File: src/rtl/sdram_arb.sv
// sdram_arb: two-port arbiter in front of a single-access SDRAM controller.
// Each port makes level requests (byte or 16-bit, read or write) that are
// serialised onto the controller handshake (ram_rd/ram_wr, ram_busy).
// Port-1 addresses are offset by P1_BASE; port-0 addresses pass through.
// Optional feature: define SDRAM_ARB_RR_EN for round-robin arbitration
// between simultaneous requests; the default build is fixed priority
// with port 0 winning.
module sdram_arb #(
    parameter logic [24:0] P1_BASE = 25'h0000000
) (
    input  logic        clk,
    input  logic        reset,
    input  logic        p0_req,
    input  logic [24:0] p0_addr,
    input  logic        p0_we,
    input  logic        p0_word,
    input  logic [15:0] p0_din,
    output logic        p0_ack,
    output logic [15:0] p0_dout,
    input  logic        p1_req,
    input  logic [24:0] p1_addr,
    input  logic        p1_we,
    input  logic        p1_word,
    input  logic [15:0] p1_din,
    output logic        p1_ack,
    output logic [15:0] p1_dout,
    output logic [24:0] ram_addr,
    output logic        ram_rd,
    output logic        ram_wr,
    output logic        ram_word,
    output logic [15:0] ram_din,
    input  logic [15:0] ram_dout,
    input  logic        ram_busy
);

    typedef enum logic [1:0] {IDLE, ISSUE, WAIT, DONE} state_t;

    state_t state;
    state_t state_next;
    logic   grant_q;    // port owning the access in flight (0 or 1)
    logic   we_q;       // direction of the access in flight
    logic   grant_p1;   // arbitration result for a new access
    logic   start;      // IDLE accepts a new access this cycle

`ifdef SDRAM_ARB_RR_EN
    logic   last_grant; // port granted most recently

    // Round-robin: on contention, favour the port not granted last.
    always_comb begin
        grant_p1 = p1_req & (~p0_req | ~last_grant);
    end

    // Remember the last granted port; reset points at port 1 so the
    // first contention goes to port 0.
    always_ff @(posedge clk) begin
        if (reset) begin
            last_grant <= 1'b1;
        end else if (start) begin
            last_grant <= grant_p1;
        end
    end
`else
    // Fixed priority: port 0 always wins a tie.
    always_comb begin
        grant_p1 = p1_req & ~p0_req;
    end
`endif

    // A new access starts only when the controller is idle and no ack is
    // still showing, so a client holding req through its ack cycle is not
    // served twice.
    assign start = (state == IDLE) && !ram_busy && (p0_req || p1_req)
                   && !p0_ack && !p1_ack;

    // Command strobes are decoded from the state, so they are low in every
    // state but ISSUE and can never be high together.
    assign ram_rd = (state == ISSUE) && !we_q;
    assign ram_wr = (state == ISSUE) &&  we_q;

    // State register.
    // NOTE: sequential state uses non-blocking (<=) so every flop samples
    // pre-edge values; blocking here would create order-dependent races.
    always_ff @(posedge clk) begin
        if (reset) begin
            state <= IDLE;
        end else begin
            state <= state_next;
        end
    end

    // Next-state logic.
    // NOTE: state_next is assigned a default first so no path leaves it
    // unassigned, which would infer a latch.
    always_comb begin
        state_next = state;
        case (state)
            IDLE:    if (start)     state_next = ISSUE;
            ISSUE:   if (ram_busy)  state_next = WAIT;
            WAIT:    if (!ram_busy) state_next = DONE;
            DONE:                   state_next = IDLE;
            default:                state_next = IDLE;
        endcase
    end

    // Datapath: latch the granted request, capture read data, pulse ack.
    always_ff @(posedge clk) begin
        if (reset) begin
            grant_q  <= 1'b0;
            we_q     <= 1'b0;
            ram_addr <= '0;
            ram_word <= 1'b0;
            ram_din  <= '0;
            p0_ack   <= 1'b0;
            p1_ack   <= 1'b0;
            p0_dout  <= '0;
            p1_dout  <= '0;
        end else begin
            // Ack is registered from DONE, so it shows in the first IDLE cycle.
            p0_ack <= (state == DONE) && !grant_q;
            p1_ack <= (state == DONE) &&  grant_q;

            // Request fields are held from ISSUE entry through DONE.
            if (start) begin
                grant_q <= grant_p1;
                if (grant_p1) begin
                    we_q     <= p1_we;
                    ram_addr <= p1_addr + P1_BASE;
                    ram_word <= p1_word;
                    ram_din  <= p1_din;
                end else begin
                    we_q     <= p0_we;
                    ram_addr <= p0_addr;
                    ram_word <= p0_word;
                    ram_din  <= p0_din;
                end
            end

            // Reads only: writes leave the port's dout untouched.
            if ((state == WAIT) && !ram_busy && !we_q) begin
                if (grant_q) begin
                    p1_dout <= ram_dout;
                end else begin
                    p0_dout <= ram_dout;
                end
            end
        end
    end

endmodule

File: config.mk
export PLATFORM = sky130hd
export DESIGN_NAME = sdram_arb
export DESIGN_NICKNAME = d
export VERILOG_FILES = /design/src/rtl/sdram_arb.sv
export SDC_FILE = /design/constraint.sdc
export NUM_CORES = 1
export LEC_CHECK = 0
export ABC_AREA = 0
export BUFFER_PORTS_ARGS = -buffer_cell sky130_fd_sc_hd__buf_2
export CORE_MARGIN = 2
export CORE_UTILIZATION = 45
export DETAILED_ROUTE_END_ITERATION = 6
export PLACE_DENSITY = 0.79
export SLEW_MARGIN = 20
export SYNTH_ARGS = -nofsm -noshare
export SYNTH_HDL_FRONTEND = slang
export SYNTH_SLANG_ARGS = --single-unit
File: constraint.sdc
create_clock -name clk -period 2 [get_ports clk]
set_input_delay 0.1 -clock clk [delete_from_list [all_inputs] [get_ports clk]]
set_output_delay 0.1 -clock clk [all_outputs]
set_load 0.05 [all_outputs]
==> results.toml, run 1 <==
[status]
status = "finished clean"

[logic_synthesis]
syn-num-nets = 484
avgSynthCellArea_sq_um = 9.19
yosysWarnings = 0
seq_area_frac_synth = 0.467
ys_seq_elements = 80
syn_inst = 373
syn_area_sq_um = 3430
ys_types = 30

[routing]
viasPerCell = 5.14
drt-total-wl_um = 9100
drtIter0Drc = 76
ant_nets = 0
drc_errors = 0
num_vias = 3349
drt-wirelength-per-cell_um = 14.0
drt_first_pass_iters = 4

[cells_and_area]
diodes = 0
final-seq-area_sq_um = 1600
fillers = 631
multiInputGateArea_sq_um = 1660
post_route_cells_drive_above_1_share = 0.394
area_growth_pct = 37.4
final_nets = 659
layout_commonest_cell = "buf_2"
design_area_sq_um = 4710
layout_common_cells = "buf_2 (184), dfxtp_1 (80), a21oi_1 (77), nand2_1 (64), mux2i_1 (44)"

[min_path]
whs_endpoint = "p1_dout[15]"
hp-start = "ram_dout[15]"
whs_path_depth = 3
hold_class = "in -> reg"

[clock_tree]
clk_path_buf_depth = 2
cts-buffers-inserted = 9
htreeDepth = 3
root_buffer = "clkbuf_8"
cts.sinks = 80
cts-resized-gates = 0
cts_tree = "yes"
clkTransAtPathRegs_ns = 0.07
clk_latency_ns = 0.33
cts_hold_buf = 2
post_cts_buffers = 0

[timing]
tightest_slew_ns = 0.643
finalSetupViolCount = 0
slew_headroom = 0.569
period_needed_ns = 1.78
tns_ns = 0
setup_slack_ns = 0.215
fin_crit_sh = 0.892
fmax_ghz = 0.560
rsz0062_at_grt = "no"
finalMaxSlewViolations = 0
finalHoldViolCount = 0
skew_ns = 0.00817
whs_ns = 0.0218

[critical_path]
critical_path_class = "reg -> reg"
cp_slowest_cell = "or4b_1"
r2r_slack_ns = 0.22
crit_fanout = 16
cp-start-kind = "flop"
cp.required_ns = 2.20
worstReg2RegStart = "state[0]"
reg2reg_depth = 5
critPathLaunch = "state[0]"
cp_slowest_stage_delay_ns = 0.73
crit_arrival_ns = 1.99
setup.worst_path.end_class = "flop"
critical_path.cell_chain = "inv_1 -> ha_1 -> or4b_1 -> nand2_1 -> a21oi_1"
reg2reg_to = "p0_dout[8]"

[floorplanning]
start_util = 0.468
dieWidth_um = 91.3
die_y_um = 91.3
die-area_sq_um = 8340
io_pins = 185
core_area_sq_um = 7330
num_rows = 31

[global_routing]
antenna_found_initial = 0
grtUsageTotal = 0.220
grt_max_degree = 37
grt_pass1_vias = 3239
grt_overflow = 0
grt_pass1_wl_um = 14900

[pwr]
finalPower_mw = 5.83
power.ir.vdd_worst_uv = 679
p_per_area_nw_per_um2 = 1240
leakage_nw = 2.29

[job]
maxCapViolations = 0

[placement]
dp_slack_ns = 0.202
place_congestion = 0.750
port_buffers = 184
place_area_sq_um = 4440
hpwlAfterDp_um = 6770
[flip-flops by register name (all words and copies together), names as in the netlist]
| register | count |
|---|---|
| grant_q | 1 |
| p0_ack | 1 |
| p0_dout | 16 |
| p1_ack | 1 |
| p1_dout | 16 |
| ram_addr | 25 |
| ram_din | 16 |
| ram_word | 1 |
| state | 2 |
| we_q | 1 |
[worst max path at each step]
stage	end	slack [ns]	cells past startpoint
finish	p0_dout[8]	0.22	5
global route	p1_dout[3]	0.09	5
floorplan	p0_dout[10]	0.39	7
global placement	p0_dout[1]	0.29	5
detailed placement	p0_dout[9]	0.20	5
CTS	p0_dout[9]	0.19	5
[cell usage after synthesis]
cell type / n / area share
or3_1: 1 / 0.0018
a211oi_2: 1 / 0.0036
nor2_4: 1 / 0.0033
buf_4: 5 / 0.011
o21a_1: 2 / 0.0044
nand2b_1: 4 / 0.0073
ha_1: 4 / 0.015
mux2_2: 1 / 0.0033
nor3b_1: 2 / 0.0044
nor2_1: 1 / 0.0011
and3b_1: 1 / 0.0026
a211oi_1: 43 / 0.094
and2_1: 1 / 0.0018
dfxtp_1: 80 / 0.47
nor3_2: 1 / 0.0029
buf_6: 1 / 0.0033
a21oi_1: 77 / 0.11
nor2b_1: 1 / 0.0018
clkbuf_1: 16 / 0.018
mux2i_1: 44 / 0.13
nor4bb_1: 1 / 0.0029
or3_4: 1 / 0.0033
nand2_1: 64 / 0.070
inv_1: 2 / 0.0022
or4b_1: 1 / 0.0029
buf_2: 13 / 0.019
o21ai_1: 1 / 0.0015
o21ai_0: 1 / 0.0015
nand4bb_1: 1 / 0.0033
nor4b_4: 1 / 0.0069
[layout make-up]
| type | count | area share |
|---|---|---|
| Clock buffer | 10 | 0.0271 |
| Clock inverter | 6 | 0.0228 |
| Inverter | 2 | 0.00159 |
| Multi-Input combinational cell | 256 | 0.353 |
| Sequential cell | 80 | 0.340 |
| Tap cell | 99 | 0.0263 |
| Timing Repair Buffer | 199 | 0.229 |
[critical path, delay by kind of cell (launching register included)]
family,cells,cell delay [ns]
flops,1,0.34
buf+inv,1,0.09
simple gates,2,0.91
fa+ha+maj,1,0.24
compound gates,1,0.07
[power by group]
group	switching, mW	internal, mW	total (mW)
registers	0.162	1.87	2.03
logic	1.68	0.736	2.42
clock network	0.551	0.826	1.38
[stage by stage]
step / cells / utilization
floorplan: 373 / -
detailed placement: 632 / 0.605
CTS: 650 / 0.640
finish: 652 / 0.643
global route: 652 / 0.643
global placement: 632 / 0.605
[logic make-up after synthesis]
kind of cell / count (synthesis) / synth area share
AO/OA/AOI/OAI: 125 / 0.217
adder cells (fa/ha/maj): 4 / 0.0146
buffers and inverters: 37 / 0.0529
flip-flops: 80 / 0.467
multiplexers: 45 / 0.132
AND/OR/NAND/NOR: 82 / 0.116
[metal layers]
layer  share of wire  global-route usage
met4           0.017              0.0871
met2            0.49               0.381
met1            0.41               0.261
met3           0.077              0.0556
met5               0                   0
No activity file was read; power rests on OpenSTA's default activity.
==> run 2, diff against run 1 <==
PLACE_DENSITY = default   (was 0.79)
PLACE_DENSITY_LB_ADDON = 0.2   (was default)
REMOVE_ABC_BUFFERS = 1   (was default)
==> results.toml, run 2 (synthesis gave the netlist of run 1 again) <==
[status]
status = "finished clean"

[routing]
viasPerCell = 5.07
drtIter0Drc = 67
ant_nets = 0
drc_errors = 0
drt_first_pass_iters = 4
drt-wirelength-per-cell_um = 13.9
drt-total-wl_um = 9170
num_vias = 3345

[floorplanning]
core_area_sq_um = 7330
num_rows = 31
start_util = 0.468
die_y_um = 91.3
io_pins = 185
dieWidth_um = 91.3
die-area_sq_um = 8340

[pwr]
power_switching_mw = 2.46
p_per_area_nw_per_um2 = 1210
power.share.clock = 0.230
power.ir.vdd_worst_uv = 658
finalPower_mw = 5.79
p_sw_frac = 0.425
p_seq_frac = 0.350
p_comb_frac = 0.420
p_int_mw = 3.33
leakage_nw = 2.31

[clock_tree]
root_buffer = "clkbuf_8"
post_cts_buffers = 0
cts_tree = "yes"
clk_path_buf_depth = 2
clk_latency_ns = 0.34
cts-buffers-inserted = 9
cts.sinks = 80
clkTransAtPathRegs_ns = 0.08
htreeDepth = 3

[critical_path]
reg2reg_depth = 5
crit_arrival_ns = 2.05
endpoint = "p0_dout[2]"
crit_fanout = 16
critical_path_class = "reg -> reg"
reg2reg_to = "p0_dout[2]"
cp-start-kind = "flop"
worstReg2RegStart = "state[0]"
critPathLaunch = "state[0]"
cp.required_ns = 2.23
r2r_slack_ns = 0.17
setup.worst_path.end_class = "flop"

[placement]
port_buffers = 184
place_congestion = 0.724
hpwlAfterDp_um = 6590
dp_slack_ns = 0.218
place_area_sq_um = 4440

[timing]
rsz0062_at_grt = "no"
finalSetupViolCount = 0
finalHoldViolCount = 0
fmax_ghz = 0.548
setup_slack_ns = 0.175
period_needed_ns = 1.83
finalMaxSlewViolations = 0
tns_ns = 0
slew_headroom = 0.550
skew_ns = 0.0103
whs_ns = 0.0139
tightest_slew_ns = 0.675
fin_crit_sh = 0.913

[cells_and_area]
final_nets = 667
design_area_sq_um = 4780
post_route_cells_drive_above_1_share = 0.390
layout_common_cells = "buf_2 (184), dfxtp_1 (80), a21oi_1 (77), nand2_1 (64), mux2i_1 (44)"
largest_reg_flops = 25
regMostFlops = "ram_addr"
layout_commonest_cell = "buf_2"
diodes = 0
area_growth_pct = 39.5

[global_routing]
grtUsageTotal = 0.219
grt_pass1_vias = 3178
antenna_found_initial = 0
grt_overflow = 0
grt_max_degree = 44
grt_pass1_wl_um = 14900

[min_path]
hold_class = "in -> reg"
hp-start = "ram_dout[5]"

[job]
maxCapViolations = 0
## run 2: cell count changes in the layout (fill, tap and decap cells not counted), sizes merged
| cell | delta |
|---|---|
| clkinvlp | +1 |
| inv | +2 |
| clkbuf | -1 |
| clkinv | -1 |
| bufinv | -1 |
| dlygate4sd3 | +8 |
## run 2: area by class of cell
type / instances / area [sq um]
clock buffer: 9 / 124
clock inverter: 7 / 104
fill: 651 / 2550
inverter: 2 / 7.51
multi-input combinational: 256 / 1660
sequential: 80 / 1600
tap: 99 / 124
timing repair buffer: 207 / 1160
## run 2: worst min path at each step
| stage | endpoint | slack (ns) | cells past startpoint |
|---|---|---|---|
| after floorplan | grant_q | 0.17 | 1 |
| after global placement | p1_dout[5] | 0.36 | 3 |
| after detailed placement | p0_dout[11] | 0.36 | 3 |
| after CTS | p0_dout[15] | 0.002 | 3 |
| after global routing | p1_dout[7] | 0.01 | 3 |
| final | p0_dout[5] | 0.01 | 3 |
## run 2: through the flow
stage	cells	util
global route	660	0.653
finish	660	0.653
global placement	632	0.605
CTS	660	0.653
detailed placement	632	0.605
floorplan	338	-
## run 2: per-layer routing
layer  track usage  vias to the layer above  part of all wire
met1         0.282                     1498              0.44
met2         0.360                      148              0.48
met5             0                        -                 0
met4        0.0770                        0             0.011
li1              -                     1691                 -
met3        0.0473                        8             0.072
## run 2: power by group through the flow
stage / logic [mW] / clock network, mW / registers (mW)
finish: 2.43 / 1.33 / 2.03
global route: 2.61 / 1.43 / 2.06
CTS: 2.46 / 1.37 / 2.03
detailed placement: 2.44 / 0 / 2.06
global placement: 2.40 / 0 / 2.05
floorplan: 0.869 / 0 / 2.89
## run 2: worst max-delay path, cell delays in order, from the launching register on
cell and delay, ns:
dfxtp_1 0.34, inv_1 0.09, ha_1 0.25, or4b_1 0.75, nand2_1 0.21, a21oi_1 0.08
## run 2: repair_timing
item,in CTS,in global routing
resized for setup,0,0
endpoints found under the hold margin,17,0
hold buffers,12,0
==> run 3, diff against run 2 <==
==> constraint.sdc (replaced) <==
create_clock -name clk -period 2 [get_ports clk]
set_input_delay 0.4 -clock clk [delete_from_list [all_inputs] [get_ports clk]]
set_output_delay 0.4 -clock clk [all_outputs]
set_load 0.05 [all_outputs]
==> results.toml, run 3 (synthesis gave the netlist of run 1 again) <==
[timing]
tightest_slew_ns = 0.559
fmax_ghz = 0.553
finalSetupViolCount = 0
skew_ns = 0.00892
fin_crit_sh = 0.905
rsz0062_at_grt = "no"
tns_ns = 0
finalMaxSlewViolations = 0
period_needed_ns = 1.81
finalHoldViolCount = 0
slew_headroom = 0.627

[routing]
drt-wirelength-per-cell_um = 14.0
viasPerCell = 5.15
drtIter0Drc = 78
drt_first_pass_iters = 4
ant_nets = 0
num_vias = 3335
drc_errors = 0
drt-total-wl_um = 9050

[global_routing]
antenna_found_initial = 0
grt_max_degree = 44
grt_pass1_vias = 2940
grt_overflow = 0
grtUsageTotal = 0.215
grt_pass1_wl_um = 14500

[critical_path]
reg2reg_to = "p0_dout[1]"
critical_path_class = "reg -> reg"
setup.worst_path.end_class = "flop"
worstReg2RegStart = "state[0]"
crit_arrival_ns = 2.02
reg2reg_depth = 5
cp.required_ns = 2.21
r2r_slack_ns = 0.19
crit_fanout = 16
cp-start-kind = "flop"

[cells_and_area]
regMostFlops = "ram_addr"
final_nets = 655
fin_util = 0.636
layout_common_cells = "buf_2 (184), dfxtp_1 (80), a21oi_1 (77), nand2_1 (64), mux2i_1 (44)"
area_growth_pct = 36.0
diodes = 0
fillers = 659
layout_commonest_cell = "buf_2"
largest_reg_flops = 25
post_route_cells_drive_above_1_share = 0.399

[placement]
hpwlAfterDp_um = 6520
place_congestion = 0.765
port_buffers = 184

[pwr]
p_per_area_nw_per_um2 = 1230
leakage_nw = 2.27
power.ir.vdd_worst_uv = 537

[clock_tree]
htreeDepth = 3
cts_hold_buf = 0
post_cts_buffers = 0
cts-buffers-inserted = 9
root_buffer = "clkbuf_8"
clkTransAtPathRegs_ns = 0.09
clk_path_buf_depth = 2
clk_latency_ns = 0.34
cts-resized-gates = 0
cts_tree = "yes"
cts.sinks = 80

[floorplanning]
num_rows = 31
die-area_sq_um = 8340
dieWidth_um = 91.3
io_pins = 185
start_util = 0.468
die_y_um = 91.3
core_area_sq_um = 7330

[status]
status = "finished clean"

[min_path]
whs_path_depth = 3
whs_endpoint = "p0_dout[14]"
hold_class = "in -> reg"
hp-start = "ram_dout[14]"

[job]
maxCapViolations = 0
## run 3: stage by stage
step                      worst slack [ns]  instance area, sq um  hold WS, ns  instances  total power [mW]
after floorplan                     -0.470                  3260        0.469        338              3.76
after global placement               0.266                  4440        0.438        632              4.43
after detailed placement             0.191                  4440        0.444        632              4.47
after CTS                            0.184                  4660        0.279        648              5.81
after global routing                0.0481                  4660        0.283        648              6.06
final                                0.191                  4660        0.297        648              5.75
## run 3: final cells by class
class | instances | area [sq um] | share of cell area
Sequential cell | 80 | 1600 | 0.343
Multi-Input combinational cell | 256 | 1660 | 0.356
Inverter | 2 | 7.51 | 0.00161
Clock buffer | 9 | 124 | 0.0266
Tap cell | 99 | 124 | 0.0266
Timing Repair Buffer | 195 | 1040 | 0.223
Clock inverter | 7 | 104 | 0.0223
## run 3: per-layer routing
layer | global-route usage | part of all wire | vias to the layer above
met2 | 0.357 | 0.48 | 133
met3 | 0.0506 | 0.071 | 7
met1 | 0.275 | 0.44 | 1524
li1 | - | - | 1671
met5 | 0 | 0 | -
met4 | 0.0682 | 0.010 | 0
## run 3: worst max-delay path by stage
stage                     cells after the start  slack [ns]     endpoint      from
after floorplan                               3       -0.47  ram_addr[0]    p0_req
after global placement                        5        0.27  p0_dout[14]  state[0]
after detailed placement                      5        0.19  p0_dout[11]  state[0]
after CTS                                     5        0.18   p0_dout[1]  state[0]
after global routing                          5        0.05  p0_dout[11]  state[0]
final                                         5        0.19   p0_dout[1]  state[0]
## run 3: worst max-delay path, cell delays in order (launching register included)
cell,delay [ns]
dfxtp_1,0.35
inv_1,0.09
ha_1,0.25
or4b_1,0.75
nand2_1,0.17
a21oi_1,0.08
## run 3: report_power, final
part	switching (mW)	leakage, nW	internal, mW
sequential	0.158	0.654	1.87
clock	0.610	0.114	0.718
combinational	1.69	1.50	0.711
total	2.46	2.27	3.29
